### src/rtl/stream_extreme_tracker_if.sv
// Sample-in / result-out handshake bundle for stream_extreme_tracker.
// The master is the sample source and result consumer; the slave is the tracker.
interface stream_extreme_tracker_if #(
  parameter int WIDTH = 4,
  parameter int IDX_W = 3
);
  logic             mode;
  logic             clear;
  logic             in_valid;
  logic [WIDTH-1:0] in_data;
  logic             in_ready;
  logic             out_valid;
  logic             out_ready;
  logic [WIDTH-1:0] out_data;
  logic [IDX_W-1:0] out_idx;
  logic             out_all_equal;
  logic             busy;

  modport master (
    output mode, clear, in_valid, in_data, out_ready,
    input  in_ready, out_valid, out_data, out_idx, out_all_equal, busy
  );

  modport slave (
    input  mode, clear, in_valid, in_data, out_ready,
    output in_ready, out_valid, out_data, out_idx, out_all_equal, busy
  );
endinterface

### src/rtl/stream_extreme_tracker.sv
// Per-frame max/min tracker: reports the extreme value, its earliest index and
// an all-equal flag for every FRAME_LEN accepted samples, then holds until taken.
module stream_extreme_tracker #(
  parameter int WIDTH             = 4,
  parameter int FRAME_LEN         = 8,
  parameter int IDX_W             = 3,
  parameter int ZERO_ON_ALL_EQUAL = 1
) (
  input logic                   clk,
  input logic                   reset,
  stream_extreme_tracker_if.slave bus
);
  typedef enum logic {ACCUM, HOLD} state_e;

  localparam logic [IDX_W-1:0] LAST  = IDX_W'(FRAME_LEN - 1);
  localparam bit               MULTI = (FRAME_LEN > 1);
  localparam bit               ZERO  = (ZERO_ON_ALL_EQUAL != 0);

  state_e           state_q, state_d;
  logic [IDX_W-1:0] count_q, count_d;
  logic [WIDTH-1:0] best_q, best_d;
  logic [WIDTH-1:0] first_q, first_d;
  logic [IDX_W-1:0] best_idx_q, best_idx_d;
  logic             eq_q, eq_d;
  logic             mode_l_q, mode_l_d;
  logic             in_ready_q, in_ready_d;
  logic             out_valid_q, out_valid_d;
  logic [WIDTH-1:0] out_data_q, out_data_d;
  logic [IDX_W-1:0] out_idx_q, out_idx_d;
  logic             out_eq_q, out_eq_d;

  // Running values including the sample on the input this cycle
  logic             in_xfer, out_xfer, better, fin_eq;
  logic [WIDTH-1:0] nb, nfirst;
  logic [IDX_W-1:0] nidx;
  logic             neq, nmode;

  always_comb begin
    in_xfer  = bus.in_valid && in_ready_q;
    out_xfer = out_valid_q && bus.out_ready;
    better   = mode_l_q ? (bus.in_data < best_q) : (bus.in_data > best_q);

    if (count_q == '0) begin
      nb     = bus.in_data;
      nfirst = bus.in_data;
      nidx   = '0;
      neq    = 1'b1;
      nmode  = bus.mode;
    end else begin
      nb     = better ? bus.in_data : best_q;
      nfirst = first_q;
      nidx   = better ? count_q : best_idx_q;
      neq    = eq_q && (bus.in_data == first_q);
      nmode  = mode_l_q;
    end
    fin_eq = MULTI && neq;

    state_d     = state_q;
    count_d     = count_q;
    best_d      = best_q;
    first_d     = first_q;
    best_idx_d  = best_idx_q;
    eq_d        = eq_q;
    mode_l_d    = mode_l_q;
    in_ready_d  = in_ready_q;
    out_valid_d = out_valid_q;
    out_data_d  = out_data_q;
    out_idx_d   = out_idx_q;
    out_eq_d    = out_eq_q;

    case (state_q)
      ACCUM: begin
        // clear wins over a sample offered in the same cycle
        if (bus.clear) begin
          count_d = '0;
        end else if (in_xfer) begin
          best_d     = nb;
          first_d    = nfirst;
          best_idx_d = nidx;
          eq_d       = neq;
          mode_l_d   = nmode;
          if (count_q == LAST) begin
            state_d     = HOLD;
            count_d     = '0;
            in_ready_d  = 1'b0;
            out_valid_d = 1'b1;
            out_idx_d   = nidx;
            out_eq_d    = fin_eq;
            out_data_d  = (fin_eq && ZERO) ? '0 : nb;
          end else begin
            count_d = count_q + IDX_W'(1);
          end
        end
      end
      HOLD: begin
        if (out_xfer) begin
          state_d     = ACCUM;
          in_ready_d  = 1'b1;
          out_valid_d = 1'b0;
        end
      end
      default: state_d = ACCUM;
    endcase
  end

  always_ff @(posedge clk) begin
    if (reset) begin
      state_q     <= ACCUM;
      count_q     <= '0;
      best_q      <= '0;
      first_q     <= '0;
      best_idx_q  <= '0;
      eq_q        <= 1'b0;
      mode_l_q    <= 1'b0;
      in_ready_q  <= 1'b1;
      out_valid_q <= 1'b0;
      out_data_q  <= '0;
      out_idx_q   <= '0;
      out_eq_q    <= 1'b0;
    end else begin
      state_q     <= state_d;
      count_q     <= count_d;
      best_q      <= best_d;
      first_q     <= first_d;
      best_idx_q  <= best_idx_d;
      eq_q        <= eq_d;
      mode_l_q    <= mode_l_d;
      in_ready_q  <= in_ready_d;
      out_valid_q <= out_valid_d;
      out_data_q  <= out_data_d;
      out_idx_q   <= out_idx_d;
      out_eq_q    <= out_eq_d;
    end
  end

  assign bus.in_ready      = in_ready_q;
  assign bus.out_valid     = out_valid_q;
  assign bus.out_data      = out_data_q;
  assign bus.out_idx       = out_idx_q;
  assign bus.out_all_equal = out_eq_q;
  assign bus.busy          = (count_q != '0) || (state_q == HOLD);
endmodule

### src/flat_wrapper.sv
// flat-port wrapper written by rule: the top's interface ports become plain ports
module stream_extreme_tracker_flat 
#(
  parameter int WIDTH             = 4,
  parameter int FRAME_LEN         = 8,
  parameter int IDX_W             = 3,
  parameter int ZERO_ON_ALL_EQUAL = 1
)
  (clk, reset, bus_mode, bus_clear, bus_in_valid, bus_in_data, bus_out_ready, bus_in_ready, bus_out_valid, bus_out_data, bus_out_idx, bus_out_all_equal, bus_busy);
  stream_extreme_tracker_if #(.WIDTH(WIDTH), .IDX_W(IDX_W)) bus_i ();
  input logic clk;
  input logic reset;
  input wire logic [$bits(bus_i.mode)-1:0] bus_mode;
  input wire logic [$bits(bus_i.clear)-1:0] bus_clear;
  input wire logic [$bits(bus_i.in_valid)-1:0] bus_in_valid;
  input wire logic [$bits(bus_i.in_data)-1:0] bus_in_data;
  input wire logic [$bits(bus_i.out_ready)-1:0] bus_out_ready;
  output wire logic [$bits(bus_i.in_ready)-1:0] bus_in_ready;
  output wire logic [$bits(bus_i.out_valid)-1:0] bus_out_valid;
  output wire logic [$bits(bus_i.out_data)-1:0] bus_out_data;
  output wire logic [$bits(bus_i.out_idx)-1:0] bus_out_idx;
  output wire logic [$bits(bus_i.out_all_equal)-1:0] bus_out_all_equal;
  output wire logic [$bits(bus_i.busy)-1:0] bus_busy;
  assign bus_i.mode = bus_mode;
  assign bus_i.clear = bus_clear;
  assign bus_i.in_valid = bus_in_valid;
  assign bus_i.in_data = bus_in_data;
  assign bus_i.out_ready = bus_out_ready;
  assign bus_in_ready = bus_i.in_ready;
  assign bus_out_valid = bus_i.out_valid;
  assign bus_out_data = bus_i.out_data;
  assign bus_out_idx = bus_i.out_idx;
  assign bus_out_all_equal = bus_i.out_all_equal;
  assign bus_busy = bus_i.busy;
  stream_extreme_tracker #(.WIDTH(WIDTH), .FRAME_LEN(FRAME_LEN), .IDX_W(IDX_W), .ZERO_ON_ALL_EQUAL(ZERO_ON_ALL_EQUAL)) u_core (.clk(clk), .reset(reset), .bus(bus_i));
endmodule
### config.mk
export PLATFORM = sky130hd
export DESIGN_NAME = stream_extreme_tracker_flat
export DESIGN_NICKNAME = d
export VERILOG_FILES = /design/src/rtl/stream_extreme_tracker_if.sv /design/src/rtl/stream_extreme_tracker.sv /design/src/flat_wrapper.sv
export SDC_FILE = /design/constraint.sdc
export NUM_CORES = 1
export LEC_CHECK = 0
export CORE_MARGIN = 2
export CORE_UTILIZATION = 48
export CTS_BUF_LIST = sky130_fd_sc_hd__clkbuf_4 sky130_fd_sc_hd__clkbuf_8 sky130_fd_sc_hd__clkbuf_16
export CTS_CLUSTER_DIAMETER = 30
export DETAILED_ROUTE_END_ITERATION = 6
export GPL_TIMING_DRIVEN = 0
export PLACE_DENSITY_LB_ADDON = 0.1
export SLEW_MARGIN = 25
export SYNTH_ARGS = -nofsm -noshare
export SYNTH_HDL_FRONTEND = slang
export SYNTH_SLANG_ARGS = --single-unit
### constraint.sdc
create_clock -name clk -period 2.8 [get_ports clk]
set_clock_uncertainty 0.15 [all_clocks]
set_input_delay 0.56 -clock clk [delete_from_list [all_inputs] [get_ports clk]]
set_output_delay 0.56 -clock clk [all_outputs]
set_load 0.03 [all_outputs]
==> metrics.txt <==
status=finished, final reports clean; Final setup viols=0; total track usage=0.205; Hold Buf Count CTS=0; layout cells sized above 1=0.100; Seq/Total Area, Yosys=0.367; nets=208; DRT Pass-1 Iters=4; Clock Latency Late Sink=0.33 ns; YS warnings=0; H-tree depth=1; Power Density=403 nW/um2; IO buf count=20; largest net degree at the start of global routing=16; Pins Over Slew Limit=0; # IOs=21; Syn Inst Count=166; Critical Path AT=1.96 ns; LEAKAGE=0.621 nW; FF-to-FF Start=u_core.best_q[3]; minimum clock period=2.67 ns; reg-to-reg slack, setup=0.59 ns; antenna cells=0; Slew @ Worst Pin=0.635 ns; Final HPWL DP=2560 um; Reg clk slew, reported paths=0.15 ns; final hold slack=0.329 ns; Peak supply drop=0.229 mV; full die area=3520 um2; number of clock buffers inserted by TritonCTS=3; global route overflow=0; Slowest Stage Delay on Critical Path=0.46 ns; Worst R2R Path Depth=7; CP Cell Sequence=inv_1, ha_1, nor2b_1, clkbuf_2, nand2b_1, dlygate4sd2_1; maximum capacitance violations=0; CP Buf/Inv Count=3; unrepaired setup endpoints after global routing=no; overall die width=59.4 um; Die H=59.4 um; area of the mapped netlist=1470 um2; critical path class=flop to output port; vias per inst=6.05; Synth area leader=dfxtp_1; number of global-route vias before repair=1258; Synth Area per Inst=8.86 um2; fin area=1740 um2; critical path endpoint category=output port; GP Congestion=0.828; worst min path class=flop to flop; Placed Area=1710 um2; CTS tree=done; Worst path top cell family by delay=buffers and inverters; hold path depth=2; DRT iter0 DRCs=50; num rows=20; top-area cell type share of the netlist area=0.367; via count=1349; Initial Utilization=0.494; WP data required=2.09 ns; fmax=0.374 GHz; hold path start=u_core.first_q[0]; Synthesized Nets=183; first-pass GRT wire length=5510 um; overall power=0.000701 W; EDFF count, synth=0; WL per Instance=15.1 um; crit share post-route=0.955; Root Driver=clkbuf_4; clock sink count=27; end of the worst hold path=u_core.first_q[0]; critical path's slowest cell=dfxtp_1; synthesis-stage register bit count=27; Max-slew headroom=0.577; Core ar.=2980 um2; clk buf depth=2; Yosys cell types=44; initial antenna violation count=0; CP max FO=10; post-layout util=0.584; Final ANT Viol Nets=0; final WL=3370 um; Syn-to-layout area delta=18.3%; setup_tns=0 ns; CP startpoint kind=flop; count of final hold-check violations=0; DRC errors left=0; synth top area cells=dfxtp_1, ha_1, nand2_1; Top FF cell, synth=dfxtp_1; fillers=292; r2r endpoint=u_core.bus.out_idx[2]; asr flop ratio synth=0
## routing by layer
layer,global-route usage,up-vias,share of wire
li1,-,669,-
met1,0.268,628,0.46
met2,0.349,48,0.49
met3,0.0240,4,0.046
met4,0.0682,0,0.0089
met5,0,-,0
## cells in the mapped netlist, drive strengths merged, types with 3 or more instances
master,n
a22oi,3
nand3,13
buf,4
a311oi,3
nand4,4
o21a,3
inv,11
o2111ai,9
dfxtp,27
o31ai,3
ha,7
nand2,21
xor2,3
nor2,11
o211ai,5
clkbuf,6
a21oi,8
## metrics by stage
| step | instances | worst slack, ns |
|---|---|---|
| 2_1_floorplan | 166 | 0.592 |
| 4_1_cts | 223 | 0.00318 |
| 6_report | 223 | 0.126 |
| 5_1_grt | 223 | 0.00574 |
| 3_5_place_dp | 219 | -0.147 |
| 3_3_place_gp | 219 | -0.123 |
## power breakdown
part	switching (W)	internal (W)	leakage [nW]	total (W)
clock network	0.000119	0.0000537	0.0177	0.000172
logic	0.0000780	0.0000502	0.384	0.000128
registers	0.00000730	0.000393	0.219	0.000400
total	0.000204	0.000497	0.621	0.000701
## flip-flops by register name (all words and copies together) (netlist names)
signal                    count
u_core.best_idx_q             3
u_core.best_q                 4
u_core.bus.in_ready           1
u_core.bus.out_all_equal      1
u_core.bus.out_data           4
u_core.bus.out_idx            3
u_core.bus.out_valid          1
u_core.count_q                3
u_core.eq_q                   1
u_core.first_q                4
u_core.mode_l_q               1
u_core.state_q                1
## how the worst max path moves through the flow
stage,start,cells past startpoint,slack (ns),endpoint
after CTS,u_core.count_q[0],6,0.003,bus_busy
after global routing,bus_in_data[3],7,0.006,u_core.bus.out_idx[2]
after global placement,bus_in_data[3],7,-0.12,u_core.bus.out_idx[2]
after floorplan,bus_in_data[1],7,0.59,u_core.best_idx_q[2]
after detailed placement,bus_in_data[3],7,-0.15,u_core.bus.out_idx[2]
final,u_core.count_q[0],6,0.13,bus_busy
## layout make-up
class                           instances  area, um2  share of cell area
Buffer                                 10       48.8              0.0280
Clock buffer                            3       22.5              0.0129
Clock inverter                          1       5.00             0.00288
Inverter                               11       41.3              0.0237
Multi-Input combinational cell        118        842               0.484
Sequential cell                        27        541               0.311
Tap cell                               33       41.3              0.0237
Timing Repair Buffer                   20        199               0.114
## worst register-to-register path, cell delays in order, from the launching register on
cell      delay [ns]
dfxtp_1         0.37
inv_1           0.06
ha_1            0.34
and4_1          0.24
a211oi_2        0.34
buf_2           0.28
nor2_1          0.12
a311oi_2        0.23
## cells in the final DEF, fill, tap and decap left out, drive strengths merged, types with 3 or more instances in the layout
| master | synthesis | routed |
|---|---|---|
| nor2 | 11 | 11 |
| xor2 | 3 | 3 |
| o2111ai | 9 | 9 |
| nand4 | 4 | 4 |
| clkdlybuf4s50 | 0 | 19 |
| nand3 | 13 | 13 |
| a22oi | 3 | 3 |
| inv | 11 | 11 |
| a311oi | 3 | 3 |
| ha | 7 | 7 |
| o31ai | 3 | 3 |
| o21a | 3 | 3 |
| nand2 | 21 | 21 |
| clkbuf | 6 | 9 |
| buf | 4 | 4 |
| dfxtp | 27 | 27 |
| a21oi | 8 | 8 |
| o211ai | 5 | 5 |
## what timing repair did
item                       4_1_cts  5_1_grt
setup endpoints to repair        1        1
gates resized for setup          1        2
cloned                           0        0
setup buffers                    0        0
## cell families (layout without fill, tap and decap cells)
| group | Yosys count | in the layout | share of synthesized area |
|---|---|---|---|
| flip-flops | 27 | 27 | 0.367 |
| AND/OR/NAND/NOR | 59 | 59 | 0.201 |
| AO/OA/AOI/OAI | 47 | 47 | 0.281 |
| XOR/XNOR | 4 | 4 | 0.0238 |
| multiplexers | 1 | 1 | 0.00680 |
| buffers and inverters | 21 | 45 | 0.0604 |
| adder cells (fa/ha/maj) | 7 | 7 | 0.0595 |
(Power assumes the default switching activity.)
